$ cat src/rtl/mux_spi_receiver_if.sv
// rtl/mux_spi_receiver_if.sv - SPI link between mux_controller (master) and mux_spi_receiver (slave)
interface mux_spi_receiver_if;
    logic spi_clk;
    logic spi_cs;
    logic spi_mosi;
    logic spi_miso;

    modport master (
        output spi_clk,
        output spi_cs,
        output spi_mosi,
        input  spi_miso
    );

    modport slave (
        input  spi_clk,
        input  spi_cs,
        input  spi_mosi,
        output spi_miso
    );
endinterface

$ cat src/rtl/mux_spi_receiver.sv
// rtl/mux_spi_receiver.sv - oversampling SPI slave driving electrode mux select lines with settle flag
module mux_spi_receiver #(
    parameter int                DATA_W        = 8,
    parameter int                SETTLE_CYCLES = 16,
    parameter logic [DATA_W-1:0] RESET_VAL     = '0
) (
    input  logic                 clk,
    input  logic                 rst_n,
    mux_spi_receiver_if.slave    spi,
    output logic [DATA_W-1:0]    gpio_mux,
    output logic                 mux_valid,
    output logic                 mux_settled,
    output logic                 frame_err
);

    localparam int CNT_W = $clog2(DATA_W + 2);
    localparam int ST_W  = $clog2(SETTLE_CYCLES + 1);

    typedef enum logic [1:0] {IDLE, SHIFT, COMMIT} state_t;

    state_t            state, state_next;
    logic [2:0]        clk_sr, cs_sr;
    logic [1:0]        mosi_sr;
    logic [CNT_W-1:0]  bit_cnt, cnt_inc, bit_cnt_eff;
    logic [DATA_W-1:0] rx_shift, tx_shift;
    logic [ST_W-1:0]   settle_cnt, settle_next;
    logic              cs_fall_pend;
    logic              clk_rise, clk_fall, cs_rise, cs_fall, cs_fall_evt;
    logic              valid_next, err_next;

    // Two-flop synchronizers plus a third stage for edge detection; mosi only needs the level.
    always_ff @(posedge clk or negedge rst_n) begin
        if (!rst_n) begin
            clk_sr  <= 3'b000;
            cs_sr   <= 3'b111;
            mosi_sr <= 2'b00;
        end else begin
            clk_sr  <= {clk_sr[1:0], spi.spi_clk};
            cs_sr   <= {cs_sr[1:0], spi.spi_cs};
            mosi_sr <= {mosi_sr[0], spi.spi_mosi};
        end
    end

    assign clk_rise    = clk_sr[1] & ~clk_sr[2];
    assign clk_fall    = ~clk_sr[1] & clk_sr[2];
    assign cs_rise     = cs_sr[1] & ~cs_sr[2];
    assign cs_fall     = ~cs_sr[1] & cs_sr[2];
    assign cs_fall_evt = cs_fall | cs_fall_pend;

    // A clock edge coinciding with cs rise is counted before the frame length is judged.
    assign cnt_inc     = (bit_cnt == CNT_W'(DATA_W + 1)) ? bit_cnt : bit_cnt + CNT_W'(1);
    assign bit_cnt_eff = clk_rise ? cnt_inc : bit_cnt;

    // FSM state register.
    always_ff @(posedge clk or negedge rst_n) begin
        if (!rst_n) state <= IDLE;
        else        state <= state_next;
    end

    // Next-state and pulse decode.
    always_comb begin
        state_next = state;
        valid_next = 1'b0;
        err_next   = 1'b0;
        case (state)
            IDLE: begin
                if (cs_fall_evt) state_next = SHIFT;
            end
            SHIFT: begin
                if (cs_rise) begin
                    if (bit_cnt_eff == CNT_W'(DATA_W)) begin
                        state_next = COMMIT;
                    end else begin
                        err_next   = 1'b1;
                        state_next = IDLE;
                    end
                end
            end
            COMMIT: begin
                valid_next = 1'b1;
                state_next = IDLE;
            end
            default: state_next = IDLE;
        endcase
    end

    // A cs fall seen during COMMIT is remembered until IDLE consumes it.
    always_ff @(posedge clk or negedge rst_n) begin
        if (!rst_n)                        cs_fall_pend <= 1'b0;
        else if (state == IDLE)            cs_fall_pend <= 1'b0;
        else if (state == COMMIT && cs_fall) cs_fall_pend <= 1'b1;
    end

    // Frame shift registers: receive on spi_clk rise, advance readback on spi_clk fall.
    always_ff @(posedge clk or negedge rst_n) begin
        if (!rst_n) begin
            bit_cnt  <= '0;
            rx_shift <= '0;
            tx_shift <= '0;
        end else if (state == IDLE) begin
            if (cs_fall_evt) begin
                bit_cnt  <= '0;
                tx_shift <= gpio_mux;
            end
        end else if (state == SHIFT) begin
            if (clk_rise) begin
                rx_shift <= {rx_shift[DATA_W-2:0], mosi_sr[1]};
                bit_cnt  <= cnt_inc;
            end
            if (clk_fall) tx_shift <= {tx_shift[DATA_W-2:0], 1'b0};
        end
    end

    assign spi.spi_miso = (state == SHIFT) & tx_shift[DATA_W-1];

    // Mux outputs and status pulses.
    always_ff @(posedge clk or negedge rst_n) begin
        if (!rst_n) begin
            gpio_mux  <= RESET_VAL;
            mux_valid <= 1'b0;
            frame_err <= 1'b0;
        end else begin
            if (state == COMMIT) gpio_mux <= rx_shift;
            mux_valid <= valid_next;
            frame_err <= err_next;
        end
    end

    // Settle countdown, reloaded by every commit; the flag is registered from the next count
    // so it drops on the same edge gpio_mux changes.
    always_comb begin
        settle_next = settle_cnt;
        if (state == COMMIT)      settle_next = ST_W'(SETTLE_CYCLES);
        else if (settle_cnt != 0) settle_next = settle_cnt - ST_W'(1);
    end

    // Settle counter and settled flag registers.
    always_ff @(posedge clk or negedge rst_n) begin
        if (!rst_n) begin
            settle_cnt  <= '0;
            mux_settled <= 1'b1;
        end else begin
            settle_cnt  <= settle_next;
            mux_settled <= (settle_next == '0);
        end
    end

endmodule

$ cat src/flat_wrapper.sv
// flat-port wrapper written by rule: the top's interface ports become plain ports
module mux_spi_receiver_flat 
#(
    parameter int                DATA_W        = 8,
    parameter int                SETTLE_CYCLES = 16,
    parameter logic [DATA_W-1:0] RESET_VAL     = '0
)
  (clk, rst_n, gpio_mux, mux_valid, mux_settled, frame_err, spi_spi_clk, spi_spi_cs, spi_spi_mosi, spi_spi_miso);
  mux_spi_receiver_if spi_i ();
  input  logic clk;
  input  logic rst_n;
  output logic [DATA_W-1:0] gpio_mux;
  output logic mux_valid;
  output logic mux_settled;
  output logic frame_err;
  input wire logic [$bits(spi_i.spi_clk)-1:0] spi_spi_clk;
  input wire logic [$bits(spi_i.spi_cs)-1:0] spi_spi_cs;
  input wire logic [$bits(spi_i.spi_mosi)-1:0] spi_spi_mosi;
  output wire logic [$bits(spi_i.spi_miso)-1:0] spi_spi_miso;
  assign spi_i.spi_clk = spi_spi_clk;
  assign spi_i.spi_cs = spi_spi_cs;
  assign spi_i.spi_mosi = spi_spi_mosi;
  assign spi_spi_miso = spi_i.spi_miso;
  mux_spi_receiver #(.DATA_W(DATA_W), .SETTLE_CYCLES(SETTLE_CYCLES), .RESET_VAL(RESET_VAL)) u_core (.clk(clk), .rst_n(rst_n), .spi(spi_i), .gpio_mux(gpio_mux), .mux_valid(mux_valid), .mux_settled(mux_settled), .frame_err(frame_err));
endmodule
$ cat config.mk
export PLATFORM = sky130hd
export DESIGN_NAME = mux_spi_receiver_flat
export DESIGN_NICKNAME = d
export VERILOG_FILES = /design/src/rtl/mux_spi_receiver_if.sv /design/src/rtl/mux_spi_receiver.sv /design/src/flat_wrapper.sv
export SDC_FILE = /design/constraint.sdc
export NUM_CORES = 1
export LEC_CHECK = 0
export CORE_MARGIN = 10
export CORE_UTILIZATION = 55
export CTS_CLUSTER_DIAMETER = 60
export DETAILED_ROUTE_END_ITERATION = 10
export PLACE_DENSITY = 0.76
export SLEW_MARGIN = 20
export SYNTH_ARGS = -nofsm -noshare
export SYNTH_HDL_FRONTEND = slang
export SYNTH_SLANG_ARGS = --single-unit
$ cat constraint.sdc
create_clock -name clk -period 3.8 [get_ports clk]
set_input_delay 0.38 -clock clk [delete_from_list [all_inputs] [get_ports clk]]
set_output_delay 0.38 -clock clk [all_outputs]
set_load 0.03 [all_outputs]
# Word-level counts from Yosys, hierarchy flattened
# Cells that the tools add are included.
[word_totals]
word_cells = 64
output_inout_bits = 12
input_bits = 5
ff_bits = 47
[classes]
add_sub_neg = 2
reduce_logical = 11
muxes = 21
bitwise_logic = 11
n_eq_ne = 6
[op_table]
columns = ["op", "n"]
rows = [
  ["two-way mux 8 bit", 4],
  ["two-way mux 4 bit", 5],
  ["two-way mux 5 bit", 2],
  ["== test 4 bit, second input constant", 2],
  ["two-way mux 1 bit", 6],
  ["two-way mux 2 bit", 3],
  ["AND reduction 3 bit", 2],
  ["nonzero test 2 bit", 3],
  ["AND 1 bit", 5],
  ["logical NOT 5 bit", 1],
  ["NOT 1 bit", 5],
  ["nonzero test 5 bit", 1],
  ["subtractor 5 x 1 -> 5 bit, second input constant", 1],
  ["adder 4 x 1 -> 4 bit, second input constant", 1],
  ["inequality test 2 x 1 -> 1 bit, second input constant", 2],
  ["case mux 2 bit (2 select lines)", 1],
  ["AND reduction 2 bit", 2],
  ["== test 2 x 1 -> 1 bit, second input constant", 1],
  ["== test 2 bit, second input constant", 1],
  ["logical NOT 2 bit", 1],
  ["logical AND 1 bit", 1],
  ["bitwise OR 1 bit", 1],
]

# Depth between registers and ports, before layout
# Gate-level depths: netlist (run 1).
[depth]
word_depth = 7
depth_mapped = 6
mapped_depth_nobuf = 6

# Least setup slack after synthesis (run 1)
# No wires, ideal clock.
[synth_path]
path_kind = "register to register"
from = "reg u_core.bit_cnt[1]"
to = "reg u_core.state[1]"
setup_slack_ps = 2218
synth_period_minus_slack_ps = 1582
setup_ps = 121
path_buffers = 0
stages_incl_launch_ff = 7
arrival_time_ps = 1461
path_cell_list = "dfrtp_1 -> inv_1 -> ha_1 -> nand2_1 -> o21ai_0 -> mux2_2 -> and4b_1"
[synth_between]
elab_chain_len = 7
word_cells_on_any_way = 8
classes_between = "add/sub (1); eq/ne (2); mux (5)"
[synth_lines]
columns = ["element", "line", "source"]
rows = [
  ["start: declaration", "mux_spi_receiver.sv:24", "logic [CNT_W-1:0] bit_cnt, cnt_inc, bit_cnt_eff;"],
  ["start signal: assignment", "mux_spi_receiver.sv:108", "bit_cnt <= cnt_inc;"],
  ["adder 4 x 1 -> 4 bit / == test 4 bit (equally long branches)", "mux_spi_receiver.sv:51", "assign cnt_inc = (bit_cnt == CNT_W'(DATA_W + 1)) ? bit_cnt : bit_cnt + CNT_W'(1);"],
  ["two-way mux 4 bit", "mux_spi_receiver.sv:51", ""],
  ["two-way mux 4 bit *", "--", ""],
  ["== test 4 bit *", "mux_spi_receiver.sv:71", "if (bit_cnt_eff == CNT_W'(DATA_W)) begin"],
  ["two-way mux 2 bit *", "mux_spi_receiver.sv:71", ""],
  ["two-way mux 2 bit *", "mux_spi_receiver.sv:70", "if (cs_rise) begin"],
  ["case mux 2 bit (2 select lines) *", "mux_spi_receiver.sv:65", "case (state)"],
  ["end signal: assignment", "mux_spi_receiver.sv:57", "else state <= state_next;"],
  ["end: declaration", "mux_spi_receiver.sv:21", "state_t state, state_next;"],
]
# Mark *: on every way between the ends. The rest lies on a longest branch, timed or not. The select of a mux whose other input is x is not followed.
# A chain may end at the register's enable or synchronous reset.

# Worst setup path after layout (run 1)
[layout_path]
from = "reg u_core.state[0]"
to = "out spi_spi_miso"
[layout_between]
elab_chain_len = 2
[layout_lines]
columns = ["element", "line", "source"]
rows = [
  ["== test 2 x 1 -> 1 bit", "mux_spi_receiver.sv:114", "assign spi.spi_miso = (state == SHIFT) & tx_shift[DATA_W-1];"],
  ["AND 1 bit", "mux_spi_receiver.sv:114", ""],
  ["end: declaration", "flat_wrapper.sv:19", "output wire logic [$bits(spi_i.spi_miso)-1:0] spi_spi_miso;"],
]
# Every way passes these cells.

==> flow_summary.yaml, run 1 <==
status:
  outcome: "complete, but fails checks"
  violations: "negative hold slack"
sta:
  final_hold_viol_count: 4
  worst_pin_slew_ps: 625
  setup_tns_ps: 0
  final_max_slew_viol_count: 0
  max_freq_mhz: 421
  grt_setup_unrepaired: "no"
  final.setup_skew_ps: 5.23
  period_needed_ps: 2380
  setup_slack_ps: 1420
  fin_crit_sh_pct: 62.5
  whs_ps: -1.47
  slew_headroom_pct: 58.4
  finalSetupViolations: 0
place:
  hpwlAfterDp_um: 2450
  gp_congestion: 0.898
  place_area_sq_um: 2170
  port_buffers: 16
  pre_cts_ws_ps: 1830
  place_inst: 216
setup_path:
  cp-startpoint: "u_core.state[0]$_DFFE_PN0P_"
  critical_path_class: "flop to output pin"
  path_max_fanout: 8
  endpoint_kind: "output pin"
  r2r-end: "u_core.state[1]$_DFFE_PN0P_"
  regToRegSetupSlack_ps: 1950
  cp.arrival_ps: 2000
  start_kind: "flop"
  r2r-start: "u_core.bit_cnt[0]$_DFFE_PN0P_"
  reg2reg_depth: 5
  required_ps: 3420
floorplan:
  initial_core_util_pct: 58.2
  die_area_sq_um: 6420
  die_w_um: 80.1
  num_io_pins: 17
  core-area_sq_um: 3420
  die_y_um: 80.1
  rows: 21
detailed_routing:
  via_per_inst: 5.63
  first_pass_iters: 4
  drt_iter0_markers: 73
  avgRoutedWirePerCell_um: 15.4
  drc: 0
  vias: 1261
  wl_um: 3440
  postRouteAntennaNets: 0
global_routing:
  first_global_vias: 1289
  grt_usage_pct: 11.6
  antenna_found_initial: 0
  grt_max_degree: 48
  grt_pass1_wl_um: 5890
  grt_remaining_overflow: 0
logic_synthesis:
  syn-num-nets: 166
  ys.flop_type: "dfrtp_1"
  yosys_warnings: 0
  yosys-top-cells-area: "dfrtp_1 (54%), mux2_2 (9.6%), dfstp_2 (5.3%), mux2i_1 (3.5%), a21oi_1 (3.0%)"
  synth_cells: 158
  ys_async_sr_fraction_pct: 100
  yosysTopAreaCellShare_pct: 54.1
  synth_area_sq_um: 1990
  ys_types: 36
  synth_top_area_cell: "dfrtp_1"
  avgSynthCellArea_sq_um: 12.6
  seq_area_frac_synth_pct: 59.4
  synth_edf_count: 0
  synth.ff_latch_count: 47
power_and_ir_drop:
  p_leak_nw: 1.01
  p_switching_mw: 0.539
  pwr-share-seq_pct: 49.7
  power.total_mw: 1.51
  switching_share_pct: 35.6
  internal-power_mw: 0.975
  power_density_nw_per_um2: 676
  p_clk_share_pct: 16.2
  comb_power_share_pct: 34.1
  irDropWorstVdd_uv: 510
cells_and_area:
  fin_cells: 224
  final_cell_mix: "dfrtp_1 (43), mux2_2 (17), nor2_1 (16)"
  drive_gt1_share_pct: 21.3
  diodes: 0
  final_nets: 185
  area_growth_pct: 12.6
  final_common_cell: "dfrtp_1"
  final_area_sq_um: 2240
  postLayoutCoreUtil_pct: 65.6
clock_network:
  postCtsSetupBuffers: 0
  htree_levels: 2
  cts_tree: "built"
  cts_made_buffers: 5
  clk_latency_ps: 350
  clkSlewWorstSetupHoldPaths_ps: 130
  holdBufCountCts: 0
  cts.repair.resized: 0
  root_buffer: "clkbuf_4"
  clk_path_buf_depth: 2
  cts.sinks: 47
run:
  maxCapViolCount: 0
min_path:
  hold_class: "input port to async pin"
kinds of logic (layout without fill, tap and decap cells):
logic type	after synthesis	after routing	share of synthesized area, %
buffers and inverters	9	29	2.39
multiplexers	24	24	13.1
flip-flops	47	47	59.4
AO/OA/AOI/OAI	28	28	9.31
AND/OR/NAND/NOR	43	43	12.1
XOR/XNOR	4	4	1.76
adder cells (fa/ha/maj)	3	3	1.89
worst max-delay path: stages, from the launching register on:
cell	delay (ps)
dfrtp_1	530
nor2b_2	280
and2_1	160
clkdlybuf4s50_1	680
cell usage after synthesis, types with 2 or more instances:
cell / number
mux2_2: 17
nand2b_1: 5
mux2i_1: 7
buf_2: 2
a21o_1: 2
or3b_2: 2
inv_1: 5
dfstp_2: 4
xnor2_1: 4
nand2_1: 4
a21oi_1: 12
ha_1: 3
and2b_1: 2
nand3_1: 2
and2_1: 2
o21ai_0: 8
dfrtp_1: 43
nor2_1: 16
layer usage:
metal  global-route usage, %  part of all wire (%)
met1                    13.0                    41
met2                    20.0                    52
met3                    5.12                   6.0
met4                    2.64                  0.73
met5                       0                     0
cell type report:
cell class / count / area [sq um]
Sequential cell: 47 / 1180
Fill cell: 281 / 1180
Multi-Input combinational cell: 102 / 761
Timing Repair Buffer: 16 / 158
Tap cell: 46 / 57.6
Clock buffer: 7 / 55.1
Inverter: 5 / 18.8
Clock inverter: 1 / 8.76
power groups by stage:
stage / Combinational [mW] / Clock, mW / Sequential [mW]
floorplan: 0.430 / 0 / 0.728
global placement: 0.480 / 0 / 0.749
detailed placement: 0.520 / 0 / 0.762
CTS: 0.523 / 0.253 / 0.750
global route: 0.581 / 0.273 / 0.777
finish: 0.516 / 0.246 / 0.752
worst max-delay path by stage:
stage                                             end  slack (ps)  depth (start not counted)
after floorplan           u_core.state[1]$_DFFE_PN0P_        2220                          6
after global placement                   spi_spi_miso        1880                          3
after detailed placement                 spi_spi_miso        1830                          3
after CTS                                spi_spi_miso        1410                          3
after global routing                     spi_spi_miso        1350                          3
final                                    spi_spi_miso        1420                          3
sequential cells by signal, summed over array words and instances (netlist names):
signal and count:
u_core.mux_settled 1, u_core.state 2, u_core.mosi_sr 2, u_core.frame_err 1, u_core.bit_cnt 4, u_core.mux_valid 1
u_core.gpio_mux 8, u_core.clk_sr 3, u_core.cs_fall_pend 1, u_core.tx_shift 8, u_core.settle_cnt 5, u_core.cs_sr 3
u_core.rx_shift 8
(Power assumes the default switching activity.)
==> inputs of run 2 (changes only) <==
--- a/config.mk
+++ b/config.mk
@@ -6,10 +6,10 @@
 export NUM_CORES = 1
 export LEC_CHECK = 0
 export CORE_MARGIN = 10
-export CORE_UTILIZATION = 55
+export CORE_UTILIZATION = 51
 export CTS_CLUSTER_DIAMETER = 60
 export DETAILED_ROUTE_END_ITERATION = 10
-export PLACE_DENSITY = 0.76
+export PLACE_DENSITY = 0.74
 export SLEW_MARGIN = 20
 export SYNTH_ARGS = -nofsm -noshare
 export SYNTH_HDL_FRONTEND = slang
==> constraint.sdc (replaced) <==
create_clock -name clk -period 1.9 [get_ports clk]
set_input_delay 0.19 -clock clk [delete_from_list [all_inputs] [get_ports clk]]
set_output_delay 0.19 -clock clk [all_outputs]
set_load 0.03 [all_outputs]
==> run 2 against run 1 <==
Effect of this change: the flow now finishes without violations; die area up 5.9%; worst setup slack worse by 1300 ps; final cell count grew 4.0%; clock skew increased by 2.3 ps; combinational power up 110%; sequential power rose by 98%; via count fell by 1.0%; clock power rose to 2.8 times the previous value; critical path depth grew 3; critical path type is now flop to flop; critical endpoint is now u_core.state[1]$_DFFE_PN0P_; largest power group unchanged; highest routed layer unchanged.
==> flow_summary.yaml, run 2 (synthesis results as in run 1) <==
cells_and_area:
  postLayoutCoreUtil_pct: 62.9
  final_nets: 192
  drive_gt1_share_pct: 23.2
  diodes: 0
  final_common_cell: "dfrtp_1"
  top_regs: "u_core.gpio_mux: 8 flops, u_core.rx_shift: 8 flops, u_core.tx_shift: 8 flops"
  final_cell_mix: "dfrtp_1 (43), mux2_2 (17), nor2_1 (16)"
  fillCellCount: 318
  area_growth_pct: 17.4
setup_path:
  critical_path_class: "flop to flop"
  slowest_delay_ps: 420
  cp.arrival_ps: 1970
  slowest_stage: "dfrtp_1"
  worst-path-buf-inv: 1
  regToRegSetupSlack_ps: 100
  path_cells: "inv_1, ha_1, nand2_1, o21ai_0, mux2_2, and4b_1"
  path_max_fanout: 4
  start_kind: "flop"
  endpoint_kind: "flop"
  required_ps: 2070
  reg2reg_depth: 6
  cpLargestDelayFamily: "flip-flops"
  r2r-start: "u_core.bit_cnt[1]$_DFFE_PN0P_"
  r2r-end: "u_core.state[1]$_DFFE_PN0P_"
sta:
  final.setup_skew_ps: 7.53
  fin_crit_sh_pct: 94.7
  whs_ps: 318
  period_needed_ps: 1800
  max_freq_mhz: 556
  slew_headroom_pct: 61.7
  final_max_slew_viol_count: 0
  setup_slack_ps: 101
  grt_setup_unrepaired: "no"
  worst_pin_slew_ps: 575
  final_hold_viol_count: 0
  finalSetupViolations: 0
  setup_tns_ps: 0
min_path:
  hold_class: "input port to flop"
  holdPathEnd: "u_core.cs_sr[0]$_DFF_PN1_"
  whs_path_depth: 1
  worstHoldStart: "spi_spi_cs"
clock_network:
  clk_path_buf_depth: 2
  postCtsSetupBuffers: 0
  root_buffer: "clkbuf_8"
  cts_made_buffers: 5
  cts.sinks: 47
  clkSlewWorstSetupHoldPaths_ps: 80
  cts_tree: "built"
  clk_latency_ps: 290
  htree_levels: 2
detailed_routing:
  postRouteAntennaNets: 0
  via_per_inst: 5.36
  first_pass_iters: 4
  drt_iter0_markers: 76
  vias: 1248
  wl_um: 3620
  avgRoutedWirePerCell_um: 15.5
  drc: 0
status:
  outcome: "complete, no violations"
place:
  gp_congestion: 0.749
  hpwlAfterDp_um: 2620
  pre_cts_ws_ps: 110
  port_buffers: 16
global_routing:
  first_global_vias: 1349
  grt_usage_pct: 11.6
  grt_pass1_wl_um: 6180
  antenna_found_initial: 0
  grt_remaining_overflow: 0
  grt_max_degree: 48
floorplan:
  initial_core_util_pct: 53.5
  die_w_um: 82.5
  die_y_um: 82.5
  core-area_sq_um: 3720
  rows: 22
  die_area_sq_um: 6800
  num_io_pins: 17
run:
  maxCapViolCount: 0
power_and_ir_drop:
  p_leak_nw: 1.07
  power.total_mw: 3.27
  power_density_nw_per_um2: 1400
  irDropWorstVdd_uv: 589
run 2: timing repair:
item,in CTS,in global routing
endpoints found under the setup margin,1,0
resized for setup,1,0
endpoints found under the hold margin,13,0
hold buffers,1,0
run 2: metrics by stage:
stage,cell area [sq um],instances
2_1_floorplan,1990,158
3_3_place_gp,2220,224
3_5_place_dp,2220,224
4_1_cts,2340,233
5_1_grt,2340,233
6_report,2340,233
run 2: worst max path at each step:
stage	cells past startpoint	slack (ps)	start	to
6_report	6	100	u_core.bit_cnt[1]$_DFFE_PN0P_	u_core.state[1]$_DFFE_PN0P_
5_1_grt	6	5	u_core.settle_cnt[0]$_DFF_PN0_	u_core.mux_settled$_DFF_PN1_
3_3_place_gp	3	220	u_core.state[1]$_DFFE_PN0P_	spi_spi_miso
3_5_place_dp	6	110	u_core.bit_cnt[1]$_DFFE_PN0P_	u_core.state[1]$_DFFE_PN0P_
2_1_floorplan	6	320	u_core.bit_cnt[1]$_DFFE_PN0P_	u_core.state[1]$_DFFE_PN0P_
4_1_cts	6	100	u_core.bit_cnt[1]$_DFFE_PN0P_	u_core.state[1]$_DFFE_PN0P_
run 2: power breakdown:
group	internal (mW)	total [mW]	switching, mW	leakage, nW
Sequential	1.28	1.49	0.210	0.587
Combinational	0.520	1.09	0.566	0.429
Clock	0.394	0.691	0.298	0.0524
Total	2.19	3.27	1.07	1.07
run 2: final cells by class:
type                    instances  area, sq um  share of cell area (%)
clock buffers                   7         76.3                    3.27
clock inverters                 1         30.0                    1.29
inverters                       5         18.8                   0.803
multi-input cells             102          761                    32.6
flip-flops and latches         47         1180                    50.6
well taps                      48         60.1                    2.57
repair buffers                 23          209                    8.94
run 2: metal layers:
metal  global-route usage [%]  share of wire (%)
met1                     13.5                 44
met2                     19.7                 50
met3                     4.10                5.1
met4                     3.40               0.47
met5                        0                  0
run 2: worst reg2reg max path: stages (launching register included):
cell and delay [ps]:
dfrtp_1 420, inv_1 90, ha_1 160, nand2_1 100, o21ai_0 320, mux2_2 400, and4b_1 200
